## config.mk

```make
export PLATFORM = sky130hd
export DESIGN_NAME = branch_predictor
export DESIGN_NICKNAME = d
export VERILOG_FILES = /design/src/rtl/branch_predictor.sv
export SDC_FILE = /design/constraint.sdc
export NUM_CORES = 1
export LEC_CHECK = 0
export CORE_UTILIZATION = 36
export DETAILED_ROUTE_END_ITERATION = 8
export GPL_TIMING_DRIVEN = 0
export PLACE_DENSITY = 0.6
export SLEW_MARGIN = 20
export SYNTH_ARGS = -nofsm -noshare
export SYNTH_HDL_FRONTEND = slang
export SYNTH_SLANG_ARGS = --single-unit
```

## constraint.sdc

```tcl
create_clock -name clk_i -period 5.4 [get_ports clk_i]
set_input_delay 1.08 -clock clk_i [delete_from_list [all_inputs] [get_ports clk_i]]
set_output_delay 1.08 -clock clk_i [all_outputs]
set_load 0.05 [all_outputs]
```

## src/rtl/branch_predictor.sv

```systemverilog
// Bimodal branch predictor: a PC-indexed table of 2-bit saturating counters read in
// Fetch, with misprediction detection, training and saturating statistics in Execute.
module branch_predictor #(
    parameter int INDEX_WIDTH = 6,
    parameter int CNT_WIDTH   = 32
) (
    input  logic                 clk_i,
    input  logic                 reset_n_i,
    input  logic [31:0]          pc_f_i,
    output logic                 pred_taken_f_o,
    input  logic [31:0]          pc_e_i,
    input  logic [1:0]           branch_op_e_i,
    input  logic                 pred_taken_e_i,
    input  logic                 pc_src_res_e_i,
    input  logic                 stall_e_i,
    input  logic                 flush_e_i,
    output logic                 mispredict_e_o,
    output logic [CNT_WIDTH-1:0] branch_count_o,
    output logic [CNT_WIDTH-1:0] mispredict_count_o
);
    // Branch classes: 00 non-branch, 01 conditional branch, 10 jump; 11 acts as non-branch.
    localparam logic [1:0] OP_BRANCH = 2'b01;
    localparam int         DEPTH     = 1 << INDEX_WIDTH;

    logic [1:0]             table_q [DEPTH];
    logic [INDEX_WIDTH-1:0] index_f;
    logic [INDEX_WIDTH-1:0] index_e;
    logic [1:0]             entry_e;
    logic [1:0]             entry_next;
    logic                   valid_e;
    logic                   train;
    logic [CNT_WIDTH-1:0]   branch_count_q;
    logic [CNT_WIDTH-1:0]   mispredict_count_q;
    logic                   unused_pc_bits;

    assign index_f = pc_f_i[INDEX_WIDTH+1:2];
    assign index_e = pc_e_i[INDEX_WIDTH+1:2];
    assign unused_pc_bits = ^{pc_f_i[31:INDEX_WIDTH+2], pc_f_i[1:0],
                              pc_e_i[31:INDEX_WIDTH+2], pc_e_i[1:0]};

    // The read sees the registered table, so a same-index update shows up next cycle.
    assign pred_taken_f_o = table_q[index_f][1];

    // A stalled instruction repeats, so only the unstalled copy trains or counts.
    assign valid_e        = ~stall_e_i & ~flush_e_i;
    assign mispredict_e_o = valid_e & (pred_taken_e_i != pc_src_res_e_i);
    assign train          = valid_e & (branch_op_e_i == OP_BRANCH);
    assign entry_e        = table_q[index_e];

    always_comb begin
        entry_next = entry_e;
        if (pc_src_res_e_i) begin
            if (entry_e != 2'b11) entry_next = entry_e + 2'd1;
        end else begin
            if (entry_e != 2'b00) entry_next = entry_e - 2'd1;
        end
    end

    always_ff @(posedge clk_i or negedge reset_n_i) begin
        if (!reset_n_i) begin
            for (int i = 0; i < DEPTH; i++) table_q[i] <= 2'b01;
            branch_count_q     <= '0;
            mispredict_count_q <= '0;
        end else begin
            if (train) table_q[index_e] <= entry_next;
            if (train && (branch_count_q != '1))
                branch_count_q <= branch_count_q + CNT_WIDTH'(1);
            if (mispredict_e_o && (mispredict_count_q != '1))
                mispredict_count_q <= mispredict_count_q + CNT_WIDTH'(1);
        end
    end

    assign branch_count_o     = branch_count_q;
    assign mispredict_count_o = mispredict_count_q;

endmodule

```

==> results.cfg, run 1 <==
[cts]
clock-sinks = 192
clk_pin_slew_ps = 80
htreeDepth = 4
root_buffer = clkbuf_16
insertion_delay_ps = 450
cts_hold_buf = 0
cts_buffer_depth = 2
post_cts_buffers = 0
cts_buffers = 17
cts_tree = done

[yosys]
yosysWarningCount = 0
syn_avg_cell_area_sq_um = 12.54
async_reset_ff_frac = 1.000
ys_seq_area_frac = 0.4994
syn_nets = 854
ys.flop_type = dfrtp_1
ys_ff_latch = 192
synthCells = 780
synth_edf_count = 0
syn-cell-area_sq_um = 9781
ys_types = 48

[floorplanning]
die_area_sq_um = 27830
die_h_microns = 166.8
initial_utilization = 0.3711
die_x_microns = 166.8
rows = 59
io_pins = 138
fp.coreArea_sq_um = 26350

[final_layout]
nFillCells = 2452
final_cells = 1232
finalInstanceArea_sq_um = 11700
n_antenna_cell = 0
fin_util = 0.4440
synthToLayoutAreaGrowth_pct = 19.62
layout_common_cells = mux2_2, dfrtp_1, clkdlybuf4s50_1
mostFrequentLayoutCell = mux2_2
layout.nets = 958
layout-drive-gt1-share = 0.3512

[grt]
grt_pass1_vias = 7010
grt_pass1_wl_mm = 41.86
antenna_found_initial = 0
gr-total-overflow = 0
grt_util_all_layers = 0.1988
grt_max_degree = 94

[setup_path]
rr_worst_depth = 8
critPathRequiredTime_ps = 4320
critPathMaxStageDelay_ps = 710
crit_arrival_ps = 4160
crit_type = in -> out
cp_cell_sequence = clkbuf_2 -> buf_2 -> mux4_2 -> mux4_2 -> mux4_2 -> clkdlybuf4s50_1
end_kind = output port
cpMostUsedCell = mux4_2
slowest_stage = clkdlybuf4s50_1
crit_fanout = 10
start_kind = input port

[drt]
wl_met2_mm = 12.03
drt_iter0_markers = 481
wl_met3_mm = 2.004
ant_nets = 0
routedWlPerCell_microns = 21.50
vias = 6891
post-route-drc-count = 0
dr.pass1.iters = 7
drt_wl_total_mm = 26.48
routedLengthMet1_mm = 11.91
highest_layer = met4
avgViaCountPerCell = 5.593

[pwr]
p_leak_nw = 4.874
switching_power_mw = 1.017
comb_power_share = 0.141
p_int_mw = 2.286
finalPower_mw = 3.303
powerDensity_nw_per_um2 = 282.3
irDropWorstVdd_uv = 258.8
seq_power_share = 0.473
p_sw_frac = 0.3078
clockPowerShare = 0.387

[place]
pre_cts_ws_ps = -513.8
dpl.cell_count = 1200
dpl_cell_area_sq_um = 11090
gp_congestion = 0.8967
port_buffers = 82
hpwlAfterDp_mm = 18.34

[sta]
fmax_ghz = 0.1910
grt_setup_unrepaired = false
fin_crit_sh = 0.9697
relSlewSlack = 0.2966
setup_ws_ps = 163.4
finClkSkew_ps = 15.54
hold_viol_final = 0
period_minus_slack_ps = 5237
final-setup-viol-count = 0
tightest_slew_ps = 1051
slew_viol_final = 0

[outcome]
status = finished clean

[run]
max_cap_violations = 0

[min_path]
min_path_type = in -> async
## power groups by stage
| stage | Sequential [mW] | Clock (mW) | Combinational (mW) |
|---|---|---|---|
| after global placement | 1.59 | 0 | 0.456 |
| final | 1.56 | 1.28 | 0.464 |
| after detailed placement | 1.59 | 0 | 0.467 |
| after floorplan | 1.70 | 0 | 0.154 |
| after CTS | 1.56 | 1.31 | 0.469 |
| after global routing | 1.57 | 1.36 | 0.497 |
## kinds of logic (layout without fill, tap and decap cells)
| kind of cell | Yosys count | count (layout) | synth area share |
|---|---|---|---|
| simple gates | 249 | 249 | 0.1254 |
| fa+ha+maj | 4 | 4 | 0.004861 |
| buf+inv | 49 | 166 | 0.02328 |
| compound gates | 34 | 34 | 0.02469 |
| mux | 189 | 189 | 0.2660 |
| flops | 192 | 192 | 0.4994 |
| xor+xnor | 63 | 63 | 0.05642 |
## cells in the mapped netlist (7+ instances only)
master | n | area [sq um]
dfrtp_1 | 128 | 3203
mux2_2 | 137 | 1543
nand2_1 | 78 | 292.8
nand4_1 | 19 | 118.9
xnor2_1 | 45 | 394.1
clkbuf_1 | 10 | 37.54
mux4_2 | 43 | 968.4
nand3_1 | 26 | 130.1
nor2_1 | 55 | 206.5
dfstp_2 | 64 | 1682
buf_2 | 18 | 90.09
mux2i_1 | 9 | 90.09
xor2_1 | 18 | 157.7
nand2b_1 | 7 | 43.79
and3_1 | 9 | 56.30
buf_1 | 7 | 26.28
nor3_1 | 11 | 55.05
inv_1 | 9 | 33.78
## critical path, delay by kind of cell
| family | cells | cell delay, ps |
|---|---|---|
| buf+inv | 3 | 1470 |
| mux | 3 | 1600 |
## repair_timing
item | CTS | global route
endpoints found under the setup margin | 1 | 1
gates cloned | 0 | 0
gates resized for setup | 4 | 3
endpoints found under the hold margin | 0 | 0
## state kept, by name (all words and copies together), names as in the netlist
register / count
branch_count_o: 32
mispredict_count_o: 32
table_q: 128
## cell type report
class | instances | area, sq um | area share
Multi-Input combinational cell | 539 | 4679 | 0.4000
Clock inverter | 14 | 167.7 | 0.01433
Timing Repair Buffer | 85 | 888.4 | 0.07593
Inverter | 9 | 33.78 | 0.002887
Buffer | 40 | 197.7 | 0.01690
Tap cell | 335 | 419.2 | 0.03582
Clock buffer | 18 | 429.2 | 0.03668
Sequential cell | 192 | 4885 | 0.4175
## routing by layer
metal | vias to the layer above | GRT usage
met5 | - | 0
met4 | 0 | 0.05757
met3 | 35 | 0.05941
met2 | 252 | 0.2989
met1 | 3567 | 0.2764
li1 | 3037 | -
## worst paths after layout
path | slack [ps] | end | start
min in group clk_i | 490 | mispredict_count_o[5]$_DFFE_PN0P_ | mispredict_count_o[5]$_DFFE_PN0P_
max | 160 | pred_taken_f_o | pc_f_i[2]
max in group asynchronous | 3850 | table_q[48]$_DFFE_PN1P_ | reset_n_i
min reg2reg | 490 | mispredict_count_o[5]$_DFFE_PN0P_ | mispredict_count_o[5]$_DFFE_PN0P_
min | 420 | table_q[93]$_DFFE_PN0P_ | reset_n_i
max reg2reg | 2330 | table_q[103]$_DFFE_PN0P_ | table_q[2]$_DFFE_PN1P_
## stage by stage
step / hold slack [ps] / TNS, ps
5_1_grt: 414.1 / 0
4_1_cts: 410.8 / 0
2_1_floorplan: 489.4 / 0
6_report: 421.3 / 0
3_5_place_dp: 482.0 / -513.8
3_3_place_gp: 475.5 / -787950
Note: power is estimated with default switching activity, not from simulation.
==> run 2, diff against run 1 <==
--- a/config.mk
+++ b/config.mk
@@ -5,6 +5,7 @@
 export SDC_FILE = /design/constraint.sdc
 export NUM_CORES = 1
 export LEC_CHECK = 0
+export CORE_MARGIN = 10
 export CORE_UTILIZATION = 36
 export DETAILED_ROUTE_END_ITERATION = 8
 export GPL_TIMING_DRIVEN = 0
==> run 2 against run 1 <==
Net effect:
- maximum frequency shrank 0.60%
- routed wire length rose by 3.1%
- critical path depth unchanged
- design area is 0.20% lower
- register-to-register slack is essentially flat
- final cell count increased by 0.49%
- first-iteration DRC count rose by 12%
- sequential share of layout area is 0.085 points higher
- clock power barely moved
==> results.cfg, run 2 (synthesis results as in run 1) <==
[place]
hpwlAfterDp_mm = 19.19
pre_cts_ws_ps = -590.6
gp_congestion = 0.8786
port_buffers = 82

[setup_path]
r2r_start = mispredict_count_o[3]$_DFFE_PN0P_
critPathRequiredTime_ps = 4320
crit_arrival_ps = 4190
r2r_slack_ps = 2330
end_kind = output port
start_kind = input port
crit_fanout = 10
rr_worst_depth = 7
crit_start = pc_f_i[3]
crit_type = in -> out

[cts]
cts_tree = done
post_cts_buffers = 0
root_buffer = clkbuf_16
insertion_delay_ps = 440
clk_pin_slew_ps = 80
htreeDepth = 4
clock-sinks = 192
cts_buffers = 17
cts_hold_buf = 0
cts_buffer_depth = 2

[pwr]
powerDensity_nw_per_um2 = 280.9
clockPowerShare = 0.381
switching_power_mw = 1.002
comb_power_share = 0.143
p_leak_nw = 4.859
p_int_mw = 2.278
irDropWorstVdd_uv = 402.0
finalPower_mw = 3.280
seq_power_share = 0.476
p_sw_frac = 0.3055

[floorplanning]
die_h_microns = 184.8
io_pins = 138
die_x_microns = 184.8
fp.coreArea_sq_um = 26880
initial_utilization = 0.3639
rows = 60
die_area_sq_um = 34160

[final_layout]
mostFrequentLayoutCell = mux2_2
layout_common_cells = mux2_2, dfrtp_1, clkdlybuf4s50_1
regMostFlops = table_q
n_antenna_cell = 0
largest_reg_flops = 128
layout.nets = 958
layout-drive-gt1-share = 0.3501
synthToLayoutAreaGrowth_pct = 19.38

[drt]
avgViaCountPerCell = 5.546
drt_wl_total_mm = 27.30
drt_iter0_markers = 541
ant_nets = 0
routedWlPerCell_microns = 22.05
vias = 6866
post-route-drc-count = 0
dr.pass1.iters = 5

[sta]
relSlewSlack = 0.2765
tightest_slew_ps = 1070
grt_setup_unrepaired = false
fmax_ghz = 0.1898
tns_ps = 0
final-setup-viol-count = 0
slew_viol_final = 0
fin_crit_sh = 0.9756
period_minus_slack_ps = 5268
whs_ps = 494.7
hold_viol_final = 0
finClkSkew_ps = 14.41
setup_ws_ps = 131.8

[min_path]
hold_depth = 1
hp-start = mispredict_count_o[8]$_DFFE_PN0P_
min_path_type = reg -> reg

[grt]
grt_util_all_layers = 0.1664
antenna_found_initial = 0
grt_pass1_wl_mm = 43.73
grt_max_degree = 84
gr-total-overflow = 0
grt_pass1_vias = 7268

[run]
max_cap_violations = 0

[outcome]
status = finished clean
-- run 2: worst max-delay path, cell delays in order --
cell and delay (ps):
buf_1 480, clkbuf_2 490, mux4_2 390, mux4_2 550, mux4_2 470, clkdlybuf4s50_1 710
-- run 2: final cells by class --
cell class	instances	area [sq um]
Fill cell	2551	15200
Sequential cell	192	4885
Multi-Input combinational cell	539	4673
Timing Repair Buffer	85	888.4
Clock buffer	18	429.2
Tap cell	341	426.7
Buffer	40	197.7
Clock inverter	14	142.6
Inverter	9	33.78
-- run 2: metrics by stage --
stage	utilization	cells	cell area, sq um
2_1_floorplan	-	780	9781
3_3_place_gp	0.4103	1203	11030
3_5_place_dp	0.4130	1206	11100
4_1_cts	0.4347	1238	11680
5_1_grt	0.4345	1238	11680
6_report	0.4345	1238	11680
-- run 2: timing repair --
| item | in CTS | in global routing |
|---|---|---|
| hold endpoints to repair | 0 | 0 |
| endpoints found under the setup margin | 1 | 1 |
| gates resized for setup | 4 | 2 |
-- run 2: worst paths after layout --
kind | end
max | pred_taken_f_o
min | mispredict_count_o[8]$_DFFE_PN0P_
max reg2reg | mispredict_count_o[29]$_DFFE_PN0P_
min reg2reg | mispredict_count_o[8]$_DFFE_PN0P_
max in group asynchronous | table_q[102]$_DFFE_PN1P_
min in group asynchronous | table_q[13]$_DFFE_PN0P_
-- run 2: metal layers --
layer / part of all wire / track usage / up-vias
li1: - / - / 3047
met1: 0.46 / 0.2294 / 3560
met2: 0.46 / 0.2575 / 226
met3: 0.066 / 0.04310 / 33
met4: 0.013 / 0.03576 / 0
met5: 0 / 0 / -
-- run 2: power groups by stage --
stage                     clock network (mW)  registers, mW  logic (mW)
final                                   1.25           1.56       0.469
after CTS                               1.28           1.56       0.473
after global routing                    1.34           1.57       0.504
after floorplan                            0           1.70       0.154
after global placement                     0           1.59       0.464
after detailed placement                   0           1.59       0.471
==> run 3, diff against run 2 <==
--- a/config.mk
+++ b/config.mk
@@ -7,9 +7,11 @@
 export LEC_CHECK = 0
 export CORE_MARGIN = 10
 export CORE_UTILIZATION = 36
+export CTS_CLUSTER_SIZE = 16
 export DETAILED_ROUTE_END_ITERATION = 8
 export GPL_TIMING_DRIVEN = 0
 export PLACE_DENSITY = 0.6
+export RECOVER_POWER = 25
 export SLEW_MARGIN = 20
 export SYNTH_ARGS = -nofsm -noshare
 export SYNTH_HDL_FRONTEND = slang
==> constraint.sdc (replaced) <==
create_clock -name clk_i -period 6.25 [get_ports clk_i]
set_input_delay 1.25 -clock clk_i [delete_from_list [all_inputs] [get_ports clk_i]]
set_output_delay 1.25 -clock clk_i [all_outputs]
set_load 0.05 [all_outputs]
==> run 3 against run 2 <==
Net effect:
- the run now ends with capacitance limit, slew limit left
- non-clock buffer count unchanged
- routed wire length fell by 0.16%
- clock power decreased by 14%
- hold slack about the same
- setup slack improved by 140 ps
==> results.cfg, run 3 (synthesis results as in run 1) <==
[outcome]
status = finished, violations left
violations = capacitance limit, slew limit

[drt]
ant_nets = 0
wl_met3_mm = 2.079
avgViaCountPerCell = 5.553
vias = 6875
routedLengthMet1_mm = 12.16
routedWlPerCell_microns = 22.02
highest_layer = met4
drt_iter0_markers = 570
drt_wl_total_mm = 27.26
dr.pass1.iters = 5
wl_met2_mm = 12.64
post-route-drc-count = 0

[cts]
htreeDepth = 4
post_cts_buffers = 0
cts_buffer_depth = 2
clock-sinks = 192
cts_tree = done
cts_buffers = 17
root_buffer = clkbuf_16
clk_pin_slew_ps = 80
insertion_delay_ps = 440
cts_hold_buf = 0

[sta]
period_minus_slack_ps = 5982
fmax_ghz = 0.1672
setup_ws_ps = 267.9
hold_viol_final = 0
fin_crit_sh = 0.9571
tightest_slew_ps = 2275
finClkSkew_ps = 14.92
whs_ps = 494.7
final-setup-viol-count = 0
tns_ps = 0
relSlewSlack = -0.5167
grt_setup_unrepaired = false
slew_viol_final = 127

[grt]
grt_util_all_layers = 0.1664
antenna_found_initial = 0
gr-total-overflow = 0
grt_pass1_vias = 7268
grt_pass1_wl_mm = 43.73
grt_max_degree = 84

[pwr]
seq_power_share = 0.477
switching_power_mw = 0.8611
p_leak_nw = 4.839
p_int_mw = 1.965
powerDensity_nw_per_um2 = 242.7
finalPower_mw = 2.827
comb_power_share = 0.142
p_sw_frac = 0.3046
irDropWorstVdd_uv = 347.6
clockPowerShare = 0.380

[final_layout]
final_cells = 1238
fin_util = 0.4333
finalInstanceArea_sq_um = 11650
synthToLayoutAreaGrowth_pct = 19.07
regMostFlops = table_q
layout_common_cells = mux2_2, dfrtp_1, clkdlybuf4s50_1
n_antenna_cell = 0
largest_reg_flops = 128
mostFrequentLayoutCell = mux2_2
layout.nets = 958
layout-drive-gt1-share = 0.3467

[floorplanning]
die_x_microns = 184.8
initial_utilization = 0.3639
die_area_sq_um = 34160
rows = 60
die_h_microns = 184.8
fp.coreArea_sq_um = 26880
io_pins = 138

[setup_path]
crit_type = in -> out
crit_arrival_ps = 4730
critPathRequiredTime_ps = 5000
end_kind = output port
crit_fanout = 10
start_kind = input port

[place]
dpl_cell_area_sq_um = 11100
port_buffers = 82
pre_cts_ws_ps = -80.57
gp_congestion = 0.8786
hpwlAfterDp_mm = 19.19
dpl.cell_count = 1206

[run]
max_cap_violations = 2

[min_path]
min_path_type = reg -> reg
==> run 3: cell count changes in the layout (fill, tap and decap cells not counted) <==
cell,previous run,this run
buf_16,2,1
clkdlybuf4s15_2,0,1
buf_8,1,0
clkbuf_1,9,12
clkbuf_2,4,3
buf_2,19,18
==> run 3: routing by layer <==
| metal | vias to the layer above | track usage |
|---|---|---|
| met4 | 0 | 0.03576 |
| met5 | - | 0 |
| li1 | 3042 | - |
| met3 | 32 | 0.04310 |
| met2 | 255 | 0.2575 |
| met1 | 3546 | 0.2294 |
==> run 3: area by class of cell <==
type / instances / area [sq um]
plain buffers: 40 / 201.4
clock buffers: 18 / 429.2
clock inverters: 14 / 142.6
fillers: 2553 / 15230
inverters: 9 / 33.78
multi-input cells: 539 / 4673
flip-flops and latches: 192 / 4885
well taps: 341 / 426.7
repair buffers: 85 / 854.6
==> run 3: what timing repair did <==
item,in CTS,in global routing
endpoints found under the hold margin,0,0
resized for setup,2,0
setup endpoints to repair,1,0
==> run 3: worst paths after layout <==
path | from | endpoint | slack (ps) | depth (start not counted)
worst max-delay path | pc_f_i[2] | pred_taken_f_o | 270 | 6
worst min-delay path | mispredict_count_o[8]$_DFFE_PN0P_ | mispredict_count_o[8]$_DFFE_PN0P_ | 490 | 1
worst max register to register | mispredict_count_o[3]$_DFFE_PN0P_ | mispredict_count_o[29]$_DFFE_PN0P_ | 3190 | 7
worst min register to register | mispredict_count_o[8]$_DFFE_PN0P_ | mispredict_count_o[8]$_DFFE_PN0P_ | 490 | 1
max in group asynchronous | reset_n_i | table_q[35]$_DFFE_PN0P_ | 1690 | 2
min in group asynchronous | reset_n_i | table_q[13]$_DFFE_PN0P_ | 1470 | 1
==> run 3: power by group through the flow <==
stage | clock network (mW) | logic, mW | registers [mW]
4_1_cts | 1.10 | 0.409 | 1.35
2_1_floorplan | 0 | 0.133 | 1.47
3_5_place_dp | 0 | 0.407 | 1.37
3_3_place_gp | 0 | 0.401 | 1.37
5_1_grt | 1.16 | 0.433 | 1.36
6_report | 1.08 | 0.402 | 1.35
==> run 3: critical path, cell delays in order <==
cell             delay (ps)
clkbuf_1                550
clkdlybuf4s15_2         600
mux4_2                  580
mux4_2                  550
mux4_2                  470
clkdlybuf4s50_1         710
==> RTL change 1 (settings of run 1) <==
The parameter `CNT_WIDTH` goes from 32 to 48.
--- a/src/rtl/branch_predictor.sv
+++ b/src/rtl/branch_predictor.sv
@@ -2,7 +2,7 @@
 // Fetch, with misprediction detection, training and saturating statistics in Execute.
 module branch_predictor #(
     parameter int INDEX_WIDTH = 6,
-    parameter int CNT_WIDTH   = 32
+    parameter int CNT_WIDTH   = 48
 ) (
     input  logic                 clk_i,
     input  logic                 reset_n_i,
Interface: changed (resized branch_count_o and mispredict_count_o); port bits go from 138 to 170. The function was not compared with the original's and may differ.
==> RTL change 1 against run 1 <==
  * Sequential cell count increased by 32
  * Area after synthesis increased by 14%
  * Routed wire length increased by 16%
  * Worst setup slack improved by 0.0057 ns
  * Design area increased by 18%
  * Global-route usage about the same
  * Fmax increased by 0.11%
  * Total power increased by 20%
  * Largest power group unchanged
==> RTL change 1: results <==
export IMPL_synth_top_cells_by_area="dfrtp_1 (36%), dfstp_2 (15%), mux2_2 (14%), mux4_2 (7.6%), xnor2_1 (4.8%)"
export IMPL_whs_ns=0.4929
export IMPL_fillCellCount=2882
export IMPL_layout_drive_gt1_share_pct=28.64
export IMPL_grt_use_met1_pct=27.62
export IMPL_synth_top_area_share_pct=35.78
export IMPL_use_met2_pct=30.35
export IMPL_pre_cts_slack_ns=-0.4663
export IMPL_clock_skew_ns=0.008858
export IMPL_nets=1154
export IMPL_cts_buffer_depth=3
export IMPL_met3_length_mm=3.216
export IMPL_track_usage_pct=19.87
export IMPL_drtIter0Drc=688
export IMPL_m1WireLength_mm=13.42
export IMPL_firstDrtPassIters=5
export IMPL_p_leak_uw=0.005790
export IMPL_use_met3_pct=6.522
export IMPL_comb_power_uw=443
export IMPL_grt_max_degree=89
export IMPL_crit_arrival_ns=4.15
export IMPL_wl_met2_mm=13.53
export IMPL_grt_pass1_vias=8241
export IMPL_tightestPinTransition_ns=1.002
export IMPL_vias=8141
export IMPL_seq_power_uw=1790
export IMPL_gp_congestion=0.9560
export IMPL_htree_levels=1
export IMPL_ys_seq_area_share_pct=50.81
export IMPL_port_buffers=113
export IMPL_outcome="completed"
export IMPL_cts_buffers_inserted=26
export IMPL_place_area_sq_um=12940
export IMPL_ys_types=53
export IMPL_wl_per_cell_microns=20.53
export IMPL_clk_pin_slew_ns=0.06
export IMPL_swShare_pct=26.37
export IMPL_dp_hpwl_mm=21.58
export IMPL_clock_latency_ns=0.53
[RTL change 1: cell count changes after synthesis, sizes merged, moves of 12 or more]
cell,run 1,this run
buf,28,13
clkbuf,12,27
dfrtp,128,160
nand2,78,90
nand3,26,44
nand4,19,31
nor2,55,77
xnor2,45,61
xor2,18,34
[RTL change 1: final timing paths]
path | start | end | slack (ns) | cells past startpoint
setup / recovery | pc_f_i[2] | pred_taken_f_o | 0.17 | 6
hold / removal | branch_count_o[15] | branch_count_o[15] | 0.49 | 1
setup reg to reg | table_q[112] | table_q[91] | 2.07 | 8
hold reg to reg | branch_count_o[15] | branch_count_o[15] | 0.49 | 1
max in group asynchronous | reset_n_i | table_q[24] | 3.69 | 3
min in group asynchronous | reset_n_i | table_q[93] | 0.51 | 1
[RTL change 1: final cells by class]
type	count	area, sq um	share of cell area, %
inverter	10	37.54	0.2720
sequential	224	5685	41.20
buffer	40	175.2	1.269
timing repair buffer	119	1221	8.850
clock inverter	8	76.32	0.5531
tap	396	495.5	3.591
multi-input combinational	659	5334	38.66
clock buffer	40	773.2	5.604
[RTL change 1: worst max-delay path, delay by kind of cell]
kind / cells / cell delay, ns
muxes: 3 / 1.61
buffers and inverters: 3 / 1.46
[RTL change 1: logic make-up (layout without fill, tap and decap cells)]
family,Yosys count,in the layout,share of synthesized area [%]
AND/OR/NAND/NOR,331,331,14.55
flip-flops,224,224,50.81
multiplexers,180,180,21.88
AO/OA/AOI/OAI,49,49,3.042
XOR/XNOR,95,95,7.436
adder cells (fa/ha/maj),4,4,0.4137
buffers and inverters,50,217,1.867
[RTL change 1: per-stage QoR]
stage               TNS (ns)  power, uW  util (%)
finish                     0       3960     45.11
global route               0       4119     45.11
CTS                        0       4013     45.12
detailed placement   -0.4663       2260     42.32
global placement    -1232.05       2252     41.90
floorplan                  0       2062         -
==> RTL change 2 (settings of run 1) <==
Made on the original files. Put a register stage on the output `pred_taken_f_o`, cleared by the reset. The value now appears one clock later. The other outputs are not delayed to match.
--- a/src/rtl/branch_predictor.sv
+++ b/src/rtl/branch_predictor.sv
@@ -39,7 +39,13 @@
                               pc_e_i[31:INDEX_WIDTH+2], pc_e_i[1:0]};
 
     // The read sees the registered table, so a same-index update shows up next cycle.
-    assign pred_taken_f_o = table_q[index_f][1];
+    always_ff @(posedge clk_i or negedge reset_n_i) begin
+        if (!reset_n_i) begin
+            pred_taken_f_o <= '0;
+        end else begin
+            pred_taken_f_o <= table_q[index_f][1];
+        end
+    end
 
     // A stalled instruction repeats, so only the unstalled copy trains or counts.
     assign valid_e        = ~stall_e_i & ~flush_e_i;
Behaviour: not the same (a bounded check fails within 4 cycles, from zero or initial values and one cycle with reset_n_i low).
==> RTL change 2 against run 1 <==
  * The flow now finishes with violations (DRC)
  * Worst setup slack better by 0.88 ns
  * Sequential cell count is 1 higher
  * Critical path type is now input pin to register
  * Highest routed layer unchanged
  * Largest cell class unchanged
  * Design area is 1.9% lower
  * First-iteration DRC count is 19% higher
  * Area after synthesis is 1.9% lower
  * Total power is 0.71% higher
  * Sequential share of layout area is 1.0 points higher
  * Routed wire length is 1.4% lower
==> RTL change 2: results <==
export IMPL_ys_types=58
export IMPL_netlist_area_sq_um=9595
export IMPL_wl_mm=26.11
export IMPL_startpoint="pc_e_i[3]"
export IMPL_grt_use_met1_pct=27.58
export IMPL_slew_headroom_pct=16.90
export IMPL_yosysWarnings=0
export IMPL_r2r_start="table_q[64]"
export IMPL_wl_per_cell_microns=20.08
export IMPL_syn_avg_cell_area_sq_um=11.26
export IMPL_m1WireLength_mm=11.75
export IMPL_cp_slowest_stage_delay_ns=0.50
export IMPL_cp_slowest_cell="maj3_4"
export IMPL_pre_cts_slack_ns=0.7273
export IMPL_outcome="finished, violations left"
export IMPL_synth_top_cells_by_area="dfrtp_1 (34%), dfstp_2 (18%), mux2_2 (8.6%), mux4_2 (6.8%), nand2_1 (6.3%)"
export IMPL_grt_pass1_vias=7008
export IMPL_drc=8
export IMPL_met3_length_mm=1.672
export IMPL_drtIter0Drc=571
export IMPL_wl_met2_mm=11.83
export IMPL_grt_pass1_wl_mm=40.83
export IMPL_vdd_drop_max_mv=0.1863
export IMPL_crit_family="buffers and inverters"
export IMPL_crit_arrival_ns=4.67
export IMPL_synthesis_nets=926
export IMPL_fillCellCount=2475
export IMPL_ys_seq_area_share_pct=51.17
export IMPL_gp_congestion=0.9225
export IMPL_cts_resized=0
export IMPL_vias_per_cell=5.475
export IMPL_track_usage_pct=19.92
export IMPL_ys_top_cells_by_count="nand2_1 (160), dfrtp_1 (129), mux2_2 (73)"
export IMPL_use_met3_pct=4.745
export IMPL_p_leak_uw=0.004705
export IMPL_grt_max_degree=95
export IMPL_layout_drive_gt1_share_pct=24.15
export IMPL_port_buffers=78
export IMPL_violations="DRC"
export IMPL_place_area_sq_um=10880
==> RTL change 2: cell types whose count changed after synthesis, moves of 6 or more <==
| cell | change |
|---|---|
| o21ai_0 | +54 |
| nor2_1 | -31 |
| mux4_2 | -14 |
| mux2_2 | -64 |
| nand2_1 | +82 |
| a22oi_1 | +6 |
| a221oi_1 | +14 |
| o21ai_1 | +12 |
| buf_2 | -8 |
| and3_1 | +7 |
==> RTL change 2: final cells by class <==
class / instances / area, sq um / area share (%)
Clock inverter: 15 / 163.9 / 1.429
Timing Repair Buffer: 81 / 845.8 / 7.372
Tap cell: 335 / 419.2 / 3.653
Inverter: 9 / 33.78 / 0.2944
Clock buffer: 17 / 425.4 / 3.708
Buffer: 41 / 230.2 / 2.007
Sequential cell: 193 / 4910 / 42.79
Multi-Input combinational cell: 609 / 4446 / 38.75
==> RTL change 2: logic make-up after synthesis <==
logic type	count (synthesis)	synth area share [%]
simple gates	305	15.19
flops	193	51.17
compound gates	121	7.785
mux	116	16.83
xor+xnor	63	5.750
buf+inv	50	2.751
fa+ha+maj	4	0.5215
==> RTL change 2: worst register-to-register path, cell delays in order (launching register included) <==
cell,delay (ns)
dfstp_2,0.38
mux4_2,0.47
a2bb2oi_1,0.15
and3_1,0.23
nor4b_1,0.42
nand4_1,0.25
maj3_4,0.50
buf_6,0.19
mux2_2,0.27
==> RTL change 2: worst paths after layout <==
check,depth (start not counted),slack [ns],endpoint
max,12,1.05,table_q[71]
min,1,0.44,table_q[125]
min in group clk_i,2,0.46,table_q[62]
max reg2reg,8,2.42,table_q[71]
max in group asynchronous,2,4.26,table_q[50]
min reg2reg,2,0.46,table_q[62]
==> RTL change 2: where the power goes <==
part / internal [uW] / leakage (uW) / switching, uW
logic: 167 / 0.00198 / 318
clock network: 622 / 0.000285 / 636
registers: 1520 / 0.00244 / 66.5
